$ cat config.mk
export PLATFORM = sky130hd
export DESIGN_NAME = axis_broadcaster_buffered
export DESIGN_NICKNAME = d
export VERILOG_FILES = /design/src/rtl/axis_broadcaster_pkg.sv /design/src/rtl/axis_broadcaster_fifo.sv /design/src/rtl/axis_broadcaster_buffered.sv
export SDC_FILE = /design/constraint.sdc
export NUM_CORES = 1
export LEC_CHECK = 0
export CORE_MARGIN = 2
export CORE_UTILIZATION = 40
export CTS_CLUSTER_DIAMETER = 80
export DETAILED_ROUTE_END_ITERATION = 10
export PLACE_DENSITY = 0.66
export SYNTH_ARGS = -nofsm -noshare
export SYNTH_HDL_FRONTEND = slang
export SYNTH_SLANG_ARGS = --single-unit
$ cat constraint.sdc
create_clock -name clk -period 4.2 [get_ports clk]
set_input_delay 0.63 -clock clk [delete_from_list [all_inputs] [get_ports clk]]
set_output_delay 0.63 -clock clk [all_outputs]
set_load 0.02 [all_outputs]
$ cat src/rtl/axis_broadcaster_pkg.sv
// Shared sizing helpers for the buffered AXI-Stream broadcaster and its per-output FIFOs.
package axis_broadcaster_pkg;

    localparam int LAST_BITS = 1;

    function automatic int level_width(input int depth);
        return $clog2(depth + 1);
    endfunction

    // Each FIFO entry carries {tlast, tuser, tdata}.
    function automatic int payload_width(input int bytes, input int user_bits);
        return LAST_BITS + user_bits + bytes * 8;
    endfunction

endpackage

$ cat src/rtl/axis_broadcaster_fifo.sv
// Single-clock first-word-fall-through FIFO with extra-MSB pointers and a registered fill level.
module axis_broadcaster_fifo
    import axis_broadcaster_pkg::*;
#(
    parameter int WIDTH = 8,
    parameter int DEPTH = 4
) (
    input  logic                          clk,
    input  logic                          rst_n,
    input  logic                          wr_en,
    input  logic [WIDTH-1:0]              wr_data,
    output logic                          full,
    input  logic                          rd_en,
    output logic [WIDTH-1:0]              rd_data,
    output logic                          empty,
    output logic [level_width(DEPTH)-1:0] level
);

    localparam int AW = $clog2(DEPTH);
    localparam int PW = AW + 1;
    localparam int LW = level_width(DEPTH);

    logic [WIDTH-1:0] mem [DEPTH];
    logic [PW-1:0]    wr_ptr_q, rd_ptr_q;
    logic [PW-1:0]    wr_ptr_d, rd_ptr_d;
    logic [LW-1:0]    level_q;
    logic             do_wr, do_rd;

    assign full    = (wr_ptr_q[PW-1] != rd_ptr_q[PW-1]) &&
                     (wr_ptr_q[PW-2:0] == rd_ptr_q[PW-2:0]);
    assign empty   = (wr_ptr_q == rd_ptr_q);
    assign do_wr   = wr_en & ~full;
    assign do_rd   = rd_en & ~empty;
    assign rd_data = mem[rd_ptr_q[AW-1:0]];
    assign level   = level_q;

    always_comb begin
        wr_ptr_d = wr_ptr_q;
        rd_ptr_d = rd_ptr_q;
        if (do_wr) wr_ptr_d = wr_ptr_q + PW'(1);
        if (do_rd) rd_ptr_d = rd_ptr_q + PW'(1);
    end

    // NOTE: storage has no reset; the pointers alone decide which entries are valid.
    always_ff @(posedge clk) begin
        if (do_wr) mem[wr_ptr_q[AW-1:0]] <= wr_data;
    end

    always_ff @(posedge clk or negedge rst_n) begin
        if (!rst_n) begin
            wr_ptr_q <= '0;
            rd_ptr_q <= '0;
            level_q  <= '0;
        end else begin
            wr_ptr_q <= wr_ptr_d;
            rd_ptr_q <= rd_ptr_d;
            level_q  <= LW'(wr_ptr_d - rd_ptr_d);
        end
    end

endmodule

$ cat src/rtl/axis_broadcaster_buffered.sv
// One AXI-Stream input copied to NUM_STREAMS outputs, each decoupled by its own FIFO;
// the output enable mask is captured at packet start and all-masked packets are dropped and counted.
module axis_broadcaster_buffered
    import axis_broadcaster_pkg::*;
#(
    parameter int AXIS_BYTES     = 1,
    parameter int AXIS_USER_BITS = 1,
    parameter int NUM_STREAMS    = 2,
    parameter int DEPTH          = 4
) (
    input  logic                                      clk,
    input  logic                                      aresetn,
    output logic                                      axis_i_tready,
    input  logic                                      axis_i_tvalid,
    input  logic                                      axis_i_tlast,
    input  logic [AXIS_BYTES*8-1:0]                   axis_i_tdata,
    input  logic [AXIS_USER_BITS-1:0]                 axis_i_tuser,
    input  logic [NUM_STREAMS-1:0]                    en_mask,
    input  logic [NUM_STREAMS-1:0]                    axis_o_tready,
    output logic [NUM_STREAMS-1:0]                    axis_o_tvalid,
    output logic [NUM_STREAMS-1:0]                    axis_o_tlast,
    output logic [NUM_STREAMS*AXIS_BYTES*8-1:0]       axis_o_tdata,
    output logic [NUM_STREAMS*AXIS_USER_BITS-1:0]     axis_o_tuser,
    output logic [NUM_STREAMS*level_width(DEPTH)-1:0] fifo_level,
    output logic [15:0]                               drop_count
);

    localparam int DW = AXIS_BYTES * 8;
    localparam int UW = AXIS_USER_BITS;
    localparam int PW = payload_width(AXIS_BYTES, AXIS_USER_BITS);
    localparam int LW = level_width(DEPTH);

    logic                   run_q;
    logic                   in_packet_q;
    logic [NUM_STREAMS-1:0] mask_q;
    logic [NUM_STREAMS-1:0] eff_mask;
    logic [NUM_STREAMS-1:0] full, empty, wr_en;
    logic [15:0]            drop_count_q;
    logic                   in_hs;
    logic [PW-1:0]          wr_payload;

    // run_q holds the input closed while reset is asserted and until the first clock after release.
    assign eff_mask      = in_packet_q ? mask_q : en_mask;
    assign axis_i_tready = run_q & (&(~eff_mask | ~full));
    assign in_hs         = axis_i_tvalid & axis_i_tready;
    assign wr_en         = {NUM_STREAMS{in_hs}} & eff_mask;
    assign wr_payload    = {axis_i_tlast, axis_i_tuser, axis_i_tdata};
    assign drop_count    = drop_count_q;

    always_ff @(posedge clk or negedge aresetn) begin
        if (!aresetn) begin
            run_q        <= 1'b0;
            in_packet_q  <= 1'b0;
            mask_q       <= '0;
            drop_count_q <= '0;
        end else begin
            run_q <= 1'b1;
            if (in_hs) begin
                if (!in_packet_q) begin
                    mask_q <= en_mask;
                    if (en_mask == '0 && drop_count_q != 16'hFFFF)
                        drop_count_q <= drop_count_q + 16'd1;
                end
                in_packet_q <= ~axis_i_tlast;
            end
        end
    end

    for (genvar i = 0; i < NUM_STREAMS; i++) begin : g_out
        logic [PW-1:0] rd_payload;

        axis_broadcaster_fifo #(
            .WIDTH (PW),
            .DEPTH (DEPTH)
        ) u_fifo (
            .clk     (clk),
            .rst_n   (aresetn),
            .wr_en   (wr_en[i]),
            .wr_data (wr_payload),
            .full    (full[i]),
            .rd_en   (axis_o_tready[i]),
            .rd_data (rd_payload),
            .empty   (empty[i]),
            .level   (fifo_level[i*LW +: LW])
        );

        assign axis_o_tvalid[i]         = ~empty[i];
        assign axis_o_tlast[i]          = rd_payload[PW-1];
        assign axis_o_tuser[i*UW +: UW] = rd_payload[DW +: UW];
        assign axis_o_tdata[i*DW +: DW] = rd_payload[DW-1:0];
    end

endmodule

==> summary.md, run 1 <==
| Metric | Value |
|---|---|
| Final Slew Violations | `0` |
| Crit path largest cell delay | `0.76 ns` |
| Arr. time, crit path | `2.66 ns` |
| Number of flops mapped to enable cells by yosys | `80` |
| Root buf cell | `clkbuf_16` |
| Vias per cell | `5.04` |
| Hold Violations, Final | `0` |
| First drt pass iteration count | `4` |
| Placed Area | `5650 sq um` |
| Post-synthesis sequential area ratio | `68.8%` |
| WL/cell | `18.1 microns` |
| Worst path cell trace | `xor2_1 > or4_4 > and3_1 > clkdlybuf4s50_1` |
| Leading area contributor after synthesis | `edfxtp_1` |
| Clock group share of total power | `32.3%` |
| PortBufs | `61` |
| Critical path startpoint | `g_out[0].u_fifo.rd_ptr_q[1]$_DFF_PN0_` |
| Mapped Nets | `314` |
| Crit path max fanout | `14` |
| Critical-path top delay cell | `dfrtp_1` |
| Min Tclk post-route | `3.29 ns` |
| Worst Path Buf+Inv | `1` |
| Ys async rst share | `32.2%` |
| Max_slew headroom | `43.1%` |
| Clock Tree Buf Depth | `2` |
| Fin crit share | `78.3%` |
| GRT overflow | `0` |
| Synth top area share | `49.3%` |
| Switch share | `31.1%` |
| Clock-pin slew on the worst setup and hold paths | `0.06 ns` |
| CTS sink cnt | `118` |
| Most common cell in the netlist | `edfxtp_1` |
| CTS resizes | `0` |
| WS Path Type | `flop to output port` |
| Clock skew | `0.00908 ns` |
| Post-CTS setup buffers | `0` |
| Flop pwr share | `34.4%` |
| P&R area growth vs syn | `28.4%` |
| Register bit total from synthesis | `118` |
| Pint | `3.19 mW` |
| RSZ-0062 raised after global routing | `no` |
| Routed wire length | `9370 microns` |
| Status | `finished, final reports clean` |
| Required @ worst endpoint | `3.57 ns` |
| Unique masters post-synth | `37` |
| Final Cell Area | `6260 sq um` |
| Worst IR Drop VDD | `313 uV` |
| Pin slew with the least headroom to its limit | `0.854 ns` |
| Initial antenna violation count | `0` |
| Setup WS post-layout | `0.911 ns` |
| Pre-CTS setup slack | `0.819 ns` |
| Gpl congestion | `0.758` |
| Critical Path Start Type | `flop` |
| Synth Flop Type | `edfxtp_1` |
| Post-CTS Hold Buffers | `0` |
| Hold WC Path Type | `primary input to async pin` |
| Via count | `2613` |
| Leakage | `2.33 nW` |
| Synth area leaders | `edfxtp_1 49%, dfrtp_1 20%, mux4_2 9.2%, xnor2_1 4.0%, ha_1 3.3%` |
| Power share of the combinational group | `33.3%` |
| Switch Pwr | `1.44 mW` |
| H-tree levels | `4` |
| Die ar. | `13100 sq um` |
| Final setup violation count | `0` |
| Initial Utilization | `40.8%` |
| Setup tns final | `0 ns` |
| First-pass GRT wire length | `15400 microns` |
| Rows | `40` |
| Drt first-iter violations | `158` |
| Final Util | `52.4%` |
| Top cells by count, synth | `80 x edfxtp_1, 38 x dfrtp_1, 22 x xnor2_1` |
| Worst r2r src | `g_out[0].u_fifo.rd_ptr_q[1]$_DFF_PN0_` |
| Largest net degree at the start of global routing | `39` |
| Dpl hpwl | `6020 microns` |
| Pwr dens | `739 nW/um^2` |
| Clock Latency Late Sink | `0.41 ns` |
| Critical path endpoint category | `output port` |
| MaxCap Viol Count | `0` |
| Cell count after synthesis | `282` |
| CTS tree | `yes` |
| DIE HEIGHT | `114 microns` |
| Final ANT Viol Nets | `0` |
| Overall Global Routing Usage | `15.9%` |
| Mapped Avg Cell Area | `17.3 sq um` |
| Share of cells above drive strength 1 | `17.0%` |
| Mapped Area | `4880 sq um` |
| Number of buffers created by CTS | `17` |
| Core Area | `12000 sq um` |
| Synth Warn # | `0` |
| Nets | `391` |
| Fmax | `304 MHz` |
| Cell family with most CP delay | `flip-flops` |
| I/O pin total | `62` |
| Vias in the first global route | `2828` |
| Diodes inserted | `0` |
| DIE WIDTH | `114 microns` |
| # DRC | `0` |
flip-flops by register name, summed over array words and instances, names as in the netlist:
signal and count:
in_packet_q 1, g_out.u_fifo.wr_ptr_q 6, run_q 1, drop_count 16, mask_q 2, g_out.u_fifo.level 6, g_out.u_fifo.mem 80, g_out.u_fifo.rd_ptr_q 6
cell type report:
type,instances,area [sq um]
fill,968,5700
timing repair buffer,63,621
clock inverter,14,185
tap,147,184
clock buffer,17,425
multi-input combinational,145,1440
sequential,118,3350
inverter,14,52.6
metrics by stage:
step,instances,hold slack [ns],power [mW]
2_1_floorplan,282,0.334,2.61
3_3_place_gp,487,0.481,3.15
3_5_place_dp,487,0.483,3.17
4_1_cts,518,0.357,4.69
5_1_grt,518,0.397,4.89
6_report,518,0.334,4.63
power groups by stage:
stage	Combinational [mW]	Sequential, mW	Clock (mW)
2_1_floorplan	1.01	1.60	0
3_3_place_gp	1.54	1.61	0
3_5_place_dp	1.56	1.61	0
4_1_cts	1.58	1.60	1.51
5_1_grt	1.71	1.62	1.57
6_report	1.54	1.59	1.49
final timing paths:
path / end / slack [ns] / depth (start not counted)
hold / removal: g_out[0].u_fifo.rd_ptr_q[1]$_DFF_PN0_ / 0.33 / 1
max in group asynchronous: g_out[1].u_fifo.rd_ptr_q[1]$_DFF_PN0_ / 3.33 / 1
hold reg to reg: g_out[0].u_fifo.rd_ptr_q[2]$_DFF_PN0_ / 0.49 / 1
setup / recovery: axis_i_tready / 0.91 / 4
min in group clk: g_out[0].u_fifo.rd_ptr_q[2]$_DFF_PN0_ / 0.49 / 1
setup reg to reg: g_out[1].u_fifo.level[2]$_DFF_PN0_ / 1.11 / 9
cells by family after synthesis:
group           after synthesis  synth area share [%]
simple gates                 59                  6.80
mux                          27                  10.8
compound gates                9                  1.21
flops                       118                  68.8
fa+ha+maj                    15                  4.16
other cells                   1                0.0769
buf+inv                      19                  1.67
xor+xnor                     34                  6.54
cell usage in the layout, fill, tap and decap left out, drive strengths merged, types with 4 or more instances in the layout:
master	n
clkbuf	17
clkinv	6
nor2	8
edfxtp	80
nand2	17
ha	13
xor2	10
mux2	4
inv	14
bufinv	4
clkdlybuf4s50	60
and2	8
mux4	20
nand4	5
xnor2	23
nor3	4
clkinvlp	4
nand3	7
dfrtp	38
metal layers:
layer / up-vias / wire [microns] / part of all wire (%) / global-route usage [%]
met5: - / 0 / 0 / 0
met4: 0 / 98 / 1.0 / 5.85
met3: 11 / 463 / 4.9 / 5.51
met2: 62 / 4630 / 49 / 25.2
met1: 1333 / 4170 / 45 / 20.2
li1: 1207 / - / - / -
Power figures use the tool's default switching activity.
==> inputs of run 2 (changes only) <==
--- a/config.mk
+++ b/config.mk
@@ -9,7 +9,7 @@
 export CORE_UTILIZATION = 40
 export CTS_CLUSTER_DIAMETER = 80
 export DETAILED_ROUTE_END_ITERATION = 10
-export PLACE_DENSITY = 0.66
+export PLACE_DENSITY = 0.68
 export SYNTH_ARGS = -nofsm -noshare
 export SYNTH_HDL_FRONTEND = slang
 export SYNTH_SLANG_ARGS = --single-unit
==> constraint.sdc (replaced) <==
create_clock -name clk -period 2.9 [get_ports clk]
set_input_delay 0.435 -clock clk [delete_from_list [all_inputs] [get_ports clk]]
set_output_delay 0.435 -clock clk [all_outputs]
set_load 0.02 [all_outputs]
==> run 2 against run 1 <==
- combinational power grew 56%
- largest power group is now combinational cells
- critical path type is now primary input to flop
- core utilization grew 0.90 points
- global-route usage shrank 0.81 points
- total power grew 46%
- first-iteration DRC count shrank 11%
==> summary.md, run 2 (synthesis gave the netlist of run 1 again) <==
| Metric | Value |
|---|---|
| Status | `finished, final reports clean` |
| Required @ worst endpoint | `3.23 ns` |
| Leakage | `2.42 nW` |
| Critical Path Start Type | `primary input` |
| Diodes inserted | `0` |
| I/O pin total | `62` |
| Post-CTS Hold Buffers | `0` |
| RSZ-0062 raised after global routing | `no` |
| Nets | `405` |
| Clock Latency Late Sink | `0.40 ns` |
| DIE WIDTH | `114 microns` |
| WL/cell | `17.1 microns` |
| WS Path Type | `primary input to flop` |
| Final Non-Filler Cells | `532` |
| Initial Utilization | `40.8%` |
| Overall Global Routing Usage | `15.0%` |
| Fin crit share | `91.5%` |
| Root buf cell | `clkbuf_16` |
| Setup tns final | `0 ns` |
| # DRC | `0` |
| FF-to-FF path depth | `9` |
| Clock skew | `0.00476 ns` |
| P&R area growth vs syn | `30.6%` |
| H-tree levels | `4` |
| Vias in the first global route | `2791` |
| Max_slew headroom | `43.3%` |
| Crit path max fanout | `2` |
| Gpl congestion | `0.750` |
| Fmax | `377 MHz` |
| Worst r2r src | `in_packet_q$_DFFE_PN0N_` |
| Critical path endpoint category | `flop` |
| First-pass GRT wire length | `14300 microns` |
| DIE HEIGHT | `114 microns` |
| Largest net degree at the start of global routing | `39` |
| Clock Tree Buf Depth | `2` |
| Number of buffers created by CTS | `17` |
| Dpl hpwl | `6090 microns` |
| GRT overflow | `0` |
| First drt pass iteration count | `4` |
| Routed wire length | `9080 microns` |
| Min Tclk post-route | `2.65 ns` |
| CTS tree | `yes` |
| Hold Violations, Final | `0` |
| Final setup violation count | `0` |
| MaxCap Viol Count | `0` |
| Die ar. | `13100 sq um` |
| Pin slew with the least headroom to its limit | `0.851 ns` |
| Max reg flops | `80` |
| Worst reg2reg setup slack | `0.29 ns` |
| Final Slew Violations | `0` |
| Commonest non-fill, non-tap cells in the layout | `80 x edfxtp_1, 59 x clkdlybuf4s50_1, 38 x dfrtp_1` |
| Via count | `2634` |
| Rows | `40` |
| Placed cell count | `501` |
| Commonest non-fill, non-tap cell in the layout | `edfxtp_1` |
| Vias per cell | `4.95` |
| PortBufs | `61` |
| Clock-pin slew on the worst setup and hold paths | `0.05 ns` |
| Final Power | `6.77 mW` |
| Drt first-iter violations | `140` |
| Core Area | `12000 sq um` |
| Arr. time, crit path | `2.99 ns` |
| Worst IR Drop VDD | `569 uV` |
| Initial antenna violation count | `0` |
| Pwr dens | `1060 nW/um^2` |
| Critical path startpoint | `en_mask[0]` |
| FF-to-FF End | `g_out[0].u_fifo.level[2]$_DFF_PN0_` |
| Hold WC Path Type | `primary input to async pin` |
| Share of cells above drive strength 1 | `19.7%` |
| Final ANT Viol Nets | `0` |
| CTS sink cnt | `118` |
-- run 2: power by group --
part / total, mW / switching, mW / internal (mW)
Sequential: 2.23 / 0.158 / 2.07
Combinational: 2.40 / 1.20 / 1.20
Clock: 2.14 / 0.717 / 1.42
Total: 6.77 / 2.08 / 4.69
-- run 2: how the worst max path moves through the flow --
stage	end	slack [ns]	cells past startpoint
finish	g_out[1].u_fifo.level[2]$_DFF_PN0_	0.25	10
global route	g_out[0].u_fifo.level[2]$_DFF_PN0_	0.11	9
CTS	axis_i_tready	0.03	6
detailed placement	g_out[1].u_fifo.level[2]$_DFF_PN0_	-0.15	10
global placement	g_out[1].u_fifo.level[2]$_DFF_PN0_	-0.14	10
floorplan	g_out[1].u_fifo.level[2]$_DFF_PN0_	0.27	10
-- run 2: worst max-delay path, cell delays in order --
cell             delay, ns
clkdlybuf4s50_1       0.51
mux2i_1               0.10
or4_4                 0.54
and3b_1               0.20
xnor2_1               0.18
inv_1                 0.06
ha_1                  0.20
fa_1                  0.37
xnor2_1               0.25
xnor2_2               0.13
-- run 2: cell type report --
type | instances | area [sq um]
fill | 968 | 5590
multi-input combinational | 145 | 1440
inverter | 14 | 52.6
clock inverter | 14 | 185
tap | 147 | 184
clock buffer | 17 | 425
timing repair buffer | 77 | 728
sequential | 118 | 3350
-- run 2: metrics by stage --
step                      hold slack (ns)  cell area (sq um)  worst slack [ns]  utilization [%]
after CTS                           0.169               6370            0.0262             53.2
final                               0.135               6370             0.245             53.3
after global placement              0.483               5760            -0.137             48.1
after global routing                0.195               6370             0.114             53.3
after detailed placement            0.489               5760            -0.154             48.1
after floorplan                     0.139               4880             0.270                -
-- run 2: per-layer routing --
layer	GRT usage (%)	part of all wire, %	routed length, microns
met1	17.9	42	3820
met2	24.6	50	4580
met3	5.61	6.0	540
met4	6.34	1.6	143
met5	0	0	0
-- run 2: repair_timing --
action	in CTS	in global routing
setup endpoints to repair	0	1
endpoints found under the hold margin	0	0
resized for setup	0	1
setup buffers	0	0
